$ cat src/rtl/uart_tx_arbiter.sv
// rtl/uart_tx_arbiter.sv - round-robin arbiter sharing one UART transmitter among byte sources
// Grants one requester per frame, launches it and tracks tx_busy until the frame ends or times out.
module uart_tx_arbiter #(
  parameter int NUM_REQ    = 4,
  parameter int DATA_WIDTH = 8,
  parameter int LAUNCH_TMO = 64,
  localparam int ID_W      = (NUM_REQ > 1) ? $clog2(NUM_REQ) : 1,
  localparam int CNT_W     = (LAUNCH_TMO > 1) ? $clog2(LAUNCH_TMO) : 1
) (
  input  logic                          clk,
  input  logic                          reset_n,
  input  logic [NUM_REQ-1:0]            req_en,
  input  logic [NUM_REQ-1:0]            req_valid,
  input  logic [NUM_REQ*DATA_WIDTH-1:0] req_data,
  output logic [NUM_REQ-1:0]            req_ready,
  output logic                          tx_start,
  output logic [DATA_WIDTH-1:0]         tx_data,
  input  logic                          tx_busy,
  output logic [ID_W-1:0]               grant_id,
  output logic                          active,
  output logic                          done,
  output logic                          tmo_err
);

  typedef enum logic [1:0] {
    S_IDLE,
    S_LAUNCH,
    S_WAIT_DONE
  } state_t;

  state_t                r_state;
  state_t                w_state_nxt;
  logic [ID_W-1:0]       r_rr_ptr;
  logic [ID_W-1:0]       r_grant_id;
  logic [DATA_WIDTH-1:0] r_tx_data;
  logic [CNT_W-1:0]      r_tmo_cnt;
  logic                  r_tmo_err;

  logic [NUM_REQ-1:0]    w_elig;
  logic                  w_found;
  logic [ID_W-1:0]       w_winner;
  logic [DATA_WIDTH-1:0] w_sel_data;
  logic                  w_grant;
  logic                  w_tmo_hit;
  logic                  w_start;
  logic                  w_active;
  logic                  w_done;

  function automatic logic [ID_W-1:0] f_wrap(input int v);
    return ID_W'(v % NUM_REQ);
  endfunction

  assign w_elig = req_valid & req_en;

  // Search starts at the round-robin pointer and wraps around the requester ring.
  always_comb begin
    w_found  = 1'b0;
    w_winner = '0;
    for (int k = 0; k < NUM_REQ; k++) begin
      if (!w_found && w_elig[f_wrap(int'(r_rr_ptr) + k)]) begin
        w_found  = 1'b1;
        w_winner = f_wrap(int'(r_rr_ptr) + k);
      end
    end
  end

  assign w_sel_data = req_data[int'(w_winner)*DATA_WIDTH +: DATA_WIDTH];

  always_ff @(posedge clk) begin
    if (!reset_n) r_state <= S_IDLE;
    else          r_state <= w_state_nxt;
  end

  always_comb begin
    w_state_nxt = r_state;
    w_grant     = 1'b0;
    w_tmo_hit   = 1'b0;
    w_start     = 1'b0;
    w_active    = 1'b0;
    w_done      = 1'b0;
    case (r_state)
      S_IDLE: begin
        // A busy transmitter in IDLE belongs to someone else; hold off granting.
        if (reset_n && w_found && !tx_busy) begin
          w_grant     = 1'b1;
          w_state_nxt = S_LAUNCH;
        end
      end
      S_LAUNCH: begin
        w_start  = 1'b1;
        w_active = 1'b1;
        if (tx_busy) begin
          w_state_nxt = S_WAIT_DONE;
        end else if (r_tmo_cnt == CNT_W'(LAUNCH_TMO - 1)) begin
          w_tmo_hit   = 1'b1;
          w_state_nxt = S_IDLE;
        end
      end
      S_WAIT_DONE: begin
        w_active = 1'b1;
        if (!tx_busy) begin
          w_done      = reset_n;
          w_state_nxt = S_IDLE;
        end
      end
      default: w_state_nxt = S_IDLE;
    endcase
  end

  always_ff @(posedge clk) begin
    if (!reset_n) begin
      r_rr_ptr   <= '0;
      r_grant_id <= '0;
      r_tx_data  <= '0;
      r_tmo_cnt  <= '0;
      r_tmo_err  <= 1'b0;
    end else begin
      r_tmo_err <= w_tmo_hit;
      if (w_grant) begin
        r_tx_data  <= w_sel_data;
        r_grant_id <= w_winner;
        r_rr_ptr   <= f_wrap(int'(w_winner) + 1);
        r_tmo_cnt  <= '0;
      end else if (r_state == S_LAUNCH && !tx_busy && !w_tmo_hit) begin
        r_tmo_cnt <= r_tmo_cnt + 1'b1;
      end
    end
  end

  assign req_ready = w_grant ? (NUM_REQ'(1) << w_winner) : '0;
  assign tx_start  = w_start;
  assign active    = w_active;
  assign done      = w_done;
  assign tmo_err   = r_tmo_err;
  assign tx_data   = r_tx_data;
  assign grant_id  = r_grant_id;

endmodule

$ cat config.mk
export PLATFORM = sky130hd
export DESIGN_NAME = uart_tx_arbiter
export DESIGN_NICKNAME = d
export VERILOG_FILES = /design/src/rtl/uart_tx_arbiter.sv
export SDC_FILE = /design/constraint.sdc
export NUM_CORES = 1
export LEC_CHECK = 0
export CAP_MARGIN = 20
export CORE_ASPECT_RATIO = 1.4
export CORE_MARGIN = 3
export CORE_UTILIZATION = 35
export CTS_BUF_LIST = sky130_fd_sc_hd__clkbuf_2 sky130_fd_sc_hd__clkbuf_4 sky130_fd_sc_hd__clkbuf_8
export CTS_CLUSTER_DIAMETER = 200
export CTS_CLUSTER_SIZE = 8
export DETAILED_ROUTE_END_ITERATION = 10
export PLACE_DENSITY = 0.77
export SLEW_MARGIN = 20
export SYNTH_ARGS = -nofsm -noshare
export SYNTH_HDL_FRONTEND = slang
export SYNTH_SLANG_ARGS = --single-unit
$ cat constraint.sdc
create_clock -name clk -period 2.16 [get_ports clk]
set_input_delay 0.432 -clock clk [delete_from_list [all_inputs] [get_ports clk]]
set_output_delay 0.432 -clock clk [all_outputs]
set_load 0.02 [all_outputs]
* Yosys cells after proc, flatten, opt, wreduce, memory -nomap -nowiden
Cells that the tools add are included.
Word-level totals: flip-flop bits (word level) 21, latch bits 0, bits in writable memories 0, memory bits (read-only) 0, input port bits 43, output and inout port bits 18, word-level logic and storage cells 72, memories kept 0
Cells by class: add/subtract/negate cells 5, $mul 0, div/mod/pow operators 0, order comparisons 4, equality and inequality tests 6, shift-type cells 2, mux-type cells 31, bitwise logic cells 2, reduce and logical (&&, ||, !) cells 16
Operators by type and width (count):
- $shiftx 32x6->8 | 1
- $mux 1 | 17
- $mux 2 | 8
- $lt 2x3->1 const B | 4
- $bmux 1 s2 | 4
- $logic_and 1x1->1 | 7
- $add 6x1->6 const B | 1
- $eq 6x6->1 const B | 1
- $pmux 2 s3 | 1
- $logic_not 1->1 | 5
- $add 2x1->2 const B | 2
- $add 2x2->2 const B | 2
- $and 4x4->4 | 1
- $mux 4 | 1
- $ne 2x2->1 const B | 2
- $reduce_or 2->1 | 2
- $shl 1x2->4 const A | 1
- $ne 3x3->1 const B | 1
- $reduce_and 3->1 | 1
- $eq 2x1->1 const B | 1
- $eq 2x2->1 const B | 1
- $logic_not 2->1 | 1
- $not 1->1 | 1

* Logic depth before layout (Yosys ltp)
depth after elaboration 18, gate-level depth with buffers 8, depth with buffers taken out 7

* Worst setup path before layout
OpenSTA, ideal clock, no wires.
path type input to output, start point input req_valid[0], end point output req_ready[0], arrival time 1560 ps, data required time 1728 ps, path slack 168 ps, stages 8, buffers on the path 2, cells stage by stage nand2_2 > o2111ai_1 > a32oi_1 > buf_6 > buf_12 > inv_2 > ha_1 > and2_1
Between the ends: elaborated cells between the ends (all ways) 29, those cells by class 1 x shift; 19 x mux; 1 x bitwise; 8 x reduce/logical
RTL lines:
- from (decl) | line 13 | input logic [NUM_REQ-1:0] req_valid,
- $and 4x4->4 * | line 53 | assign w_elig = req_valid & req_en;
- $bmux 1 s2 | line 60 | if (!w_found && w_elig[f_wrap(int'(r_rr_ptr) + k)]) begin
- $mux 1 (not written as such) | line 60
- $mux 1 | line 60
- $logic_not 1->1 | line 60
- $logic_and 1x1->1 | line 60
- $mux 1 | line 60
- $logic_not 1->1 | line 60
- $logic_and 1x1->1 | line 60
- $mux 1 | line 60
- $logic_not 1->1 | line 60
- $logic_and 1x1->1 | line 60
- $mux 2 * | line 60
- named net w_winner[1] | line 41 | logic [ID_W-1:0] w_winner;
- $shl 1x2->4 * | line 130 | assign req_ready = w_grant ? (NUM_REQ'(1) << w_winner) : '0;
- $mux 4 * | line 130
- to (decl) | line 15 | output logic [NUM_REQ-1:0] req_ready,
The timed path passes the listed nets; every way through them passes the cells marked *. The select of a mux whose other input is x is not followed.

* Worst setup path after layout
start point input req_valid[1], end point output req_ready[1]
The elaborated chain is that of the path after synthesis.

==> impl_metrics.tcl <==
set metrics [dict create \
    status "completed" \
    numClockSinks 21 \
    dieArea_mm2 0.00470 \
    area_growth_pct 66.1 \
    crit_path_top_delay_cell "o221a_1" \
    netlist_area_mm2 0.00137 \
    place_congestion 0.827 \
    grt_max_degree 18 \
    synth.distinct_cells 38 \
    port_buffers 60 \
    critPathKind "in -> out" \
    worstSkewPairLatency_ps 260 \
    final_nets 276 \
    crit_family "compound AO/OA/AOI/OAI gates" \
    hpwl_mm 2.75 \
    drcViolationCount 0 \
    cts_root_buf "clkbuf_8" \
    dr.first_iter.drc_count 22 \
    hold_path.class "reg -> reg" \
    final_antenna_net_count 0 \
    first_global_vias 1387 \
    clk_pin_slew_worst_paths_ps 70 \
    min_path_cells 2 \
    num_antenna_cells 0 \
    critPathLaunchType "primary input" \
    globalRouteTotalUtil_pct 15.2 \
    cp.depth 8 \
    fin_crit_ps 2120 \
    fin_setup_tns_ps 0 \
    critical_path.max_fanout 3 \
    p_total_w 0.00108 \
    finalMaxSlewViolations 0 \
    r2r_slack_ps 150 \
    wire_per_inst_um 13.5 \
    cpPeakStageDelay_ps 300 \
    cts_inserted_buffers 3 \
    leakage_nw 0.892 \
    drive_gt1_share_pct 31.3 \
    fmax_ghz 0.471 \
    cts_htree_levels 1 \
    core.rowCount 26 \
    die_y_um 80.0 \
    avgSynthCellArea_um2 9.63 \
    antenna_found_initial 0 \
    crit_path_cell_trace "clkbuf_2, and2_4, o221a_1, o22ai_4, inv_2, ha_2, and2_4, buf_6" \
    overflow 0 \
    rr_worst_depth 7 \
    endpoint_kind "primary output" \
    synth_seq_cells 21 \
    cts_tree "yes" \
    drt_wl_total_mm 3.60 \
    worstMarginPinSlew_ps 444 \
    cp.arrival_ps 1690 \
    first_pass_iters 4 \
    fin_skew_ps 6.63 \
    maxCapViolCount 0 \
    power_density_mw_per_mm2 476 \
    required_ps 1730 \
    relSlewSlack_pct 70.4 \
    final-setup-viol-count 0 \
    die_w_um 58.8 \
    ioPinCount 61 \
    final.period_utilization_pct 98.2 \
    initial_core_util_pct 36.9 \
    synthCells 142 \
    synth-warning-count 0 \
    grt_pass1_wl_mm 5.74 \
    hold_buffers 0 \
    crit_top_cell "and2_4" \
    critPathBufInv 3 \
    hold_violations 0 \
    peakVddDrop_v 0.000453 \
    avgViaCountPerCell 4.98 \
    seq_area_frac_synth_pct 30.7 \
    clk_path_buf_depth 2 \
    core_area_mm2 0.00371 \
    synth_nets 193 \
    vias 1325 \
]
stage by stage:
step	instance area [um2]	instances	util (%)	hold WS (ps)	setup WS [ps]
detailed placement	2130	256	57.4	446	-716
floorplan	1370	142	-	461	168
global placement	2130	256	57.4	449	-683
finish	2270	266	61.2	466	37.9
global route	2270	266	61.2	483	-14.4
CTS	2250	266	60.7	467	-17.7
registers in the layout, indices dropped and copies added (netlist names):
register and cells:
tx_data 8, grant_id 2, tmo_err 1, r_state 2, r_tmo_cnt 6, r_rr_ptr 2
Yosys cell counts:
cell,instances,share of area [%]
and2b_1,1,0.55
nand4_1,3,1.4
buf_2,1,0.37
buf_4,1,0.55
o221ai_2,8,8.8
buf_12,1,1.5
nand2_1,12,3.3
buf_6,2,1.6
a22oi_1,1,0.55
and3_1,1,0.46
a32oi_1,1,0.64
nor2_1,8,2.2
or4b_1,1,0.73
a21boi_1,5,2.7
mux2i_1,17,12
nand2_2,2,0.91
a31oi_1,1,0.46
nand3b_1,1,0.55
xor2_1,4,2.6
dfxtp_1,21,31
and2_1,6,2.7
o211a_1,1,0.73
nand2b_1,2,0.91
o21ai_0,2,0.73
ha_1,8,7.3
inv_2,2,0.55
clkbuf_1,1,0.27
xnor2_1,1,0.64
inv_1,4,1.1
o2111ai_1,1,0.64
o22ai_2,1,0.91
a311oi_4,1,1.9
o221a_1,1,0.82
a21oi_1,2,0.73
nand3_1,12,4.4
and2_4,1,0.64
and3_4,1,0.82
o21ai_1,3,1.1
power breakdown:
part           leakage, nW  internal, W  switching (W)
clock               0.0217     0.000130       0.000128
combinational        0.699     0.000224       0.000177
sequential           0.171     0.000410      0.0000127
total                0.892     0.000764       0.000317
routing by layer:
layer  track usage [%]  up-vias  part of all wire, %
met5                 0        -                    0
met4              3.40        0                 0.64
met3              1.46        2                  1.9
li1                  -      679                    -
met1              15.8      625                   37
met2              30.9       19                   61
logic make-up (layout without fill, tap and decap cells):
group | Yosys count | after routing | synth area share [%]
and+or+nand+nor | 51 | 51 | 19.6
AOI/OAI and AO/OA | 28 | 28 | 20.8
DFF | 21 | 21 | 30.7
muxes | 17 | 17 | 12.4
buffers and inverters | 12 | 94 | 5.95
adders and majority gates | 8 | 8 | 7.32
xor gates and xnor gates | 5 | 5 | 3.20
path summary, 6_finish.rpt:
kind,startpoint,endpoint
setup / recovery,req_valid[1],req_ready[1]
hold / removal,grant_id[0],grant_id[0]
setup reg to reg,r_rr_ptr[0],tx_data[2]
hold reg to reg,grant_id[0],grant_id[0]
final cells by class:
class,instances,area [um2]
Sequential cell,21,420
Clock buffer,3,41.3
Inverter,6,22.5
Fill cell,324,1440
Tap cell,42,52.6
Timing Repair Buffer,84,774
Clock inverter,1,7.51
Multi-Input combinational cell,109,952
worst reg2reg max path, cell delays in order (launching register included):
cell and delay [ps]:
dfxtp_1 350, nand3b_1 230, a32oi_2 320, buf_4 180, buf_4 100, buf_4 270
mux2i_1 310, o221ai_2 130
placed cells by master, fill, tap and decap left out, types with 6 or more instances in the layout:
cell,netlist,routed
o221ai_2,8,8
and2_4,1,6
nand3_1,12,12
clkdlybuf4s50_1,0,47
nor2_1,8,8
nand2_1,12,12
mux2i_1,17,17
clkbuf_2,0,8
buf_4,1,21
dfxtp_1,21,21
timing repair:
item / in CTS / in global routing
pin swaps: 8 / 9
endpoints found under the hold margin: 0 / 0
buffers inserted: 6 / 0
endpoints found under the setup margin: 6 / 6
resized for setup: 44 / 25
Power figures use the tool's default switching activity.
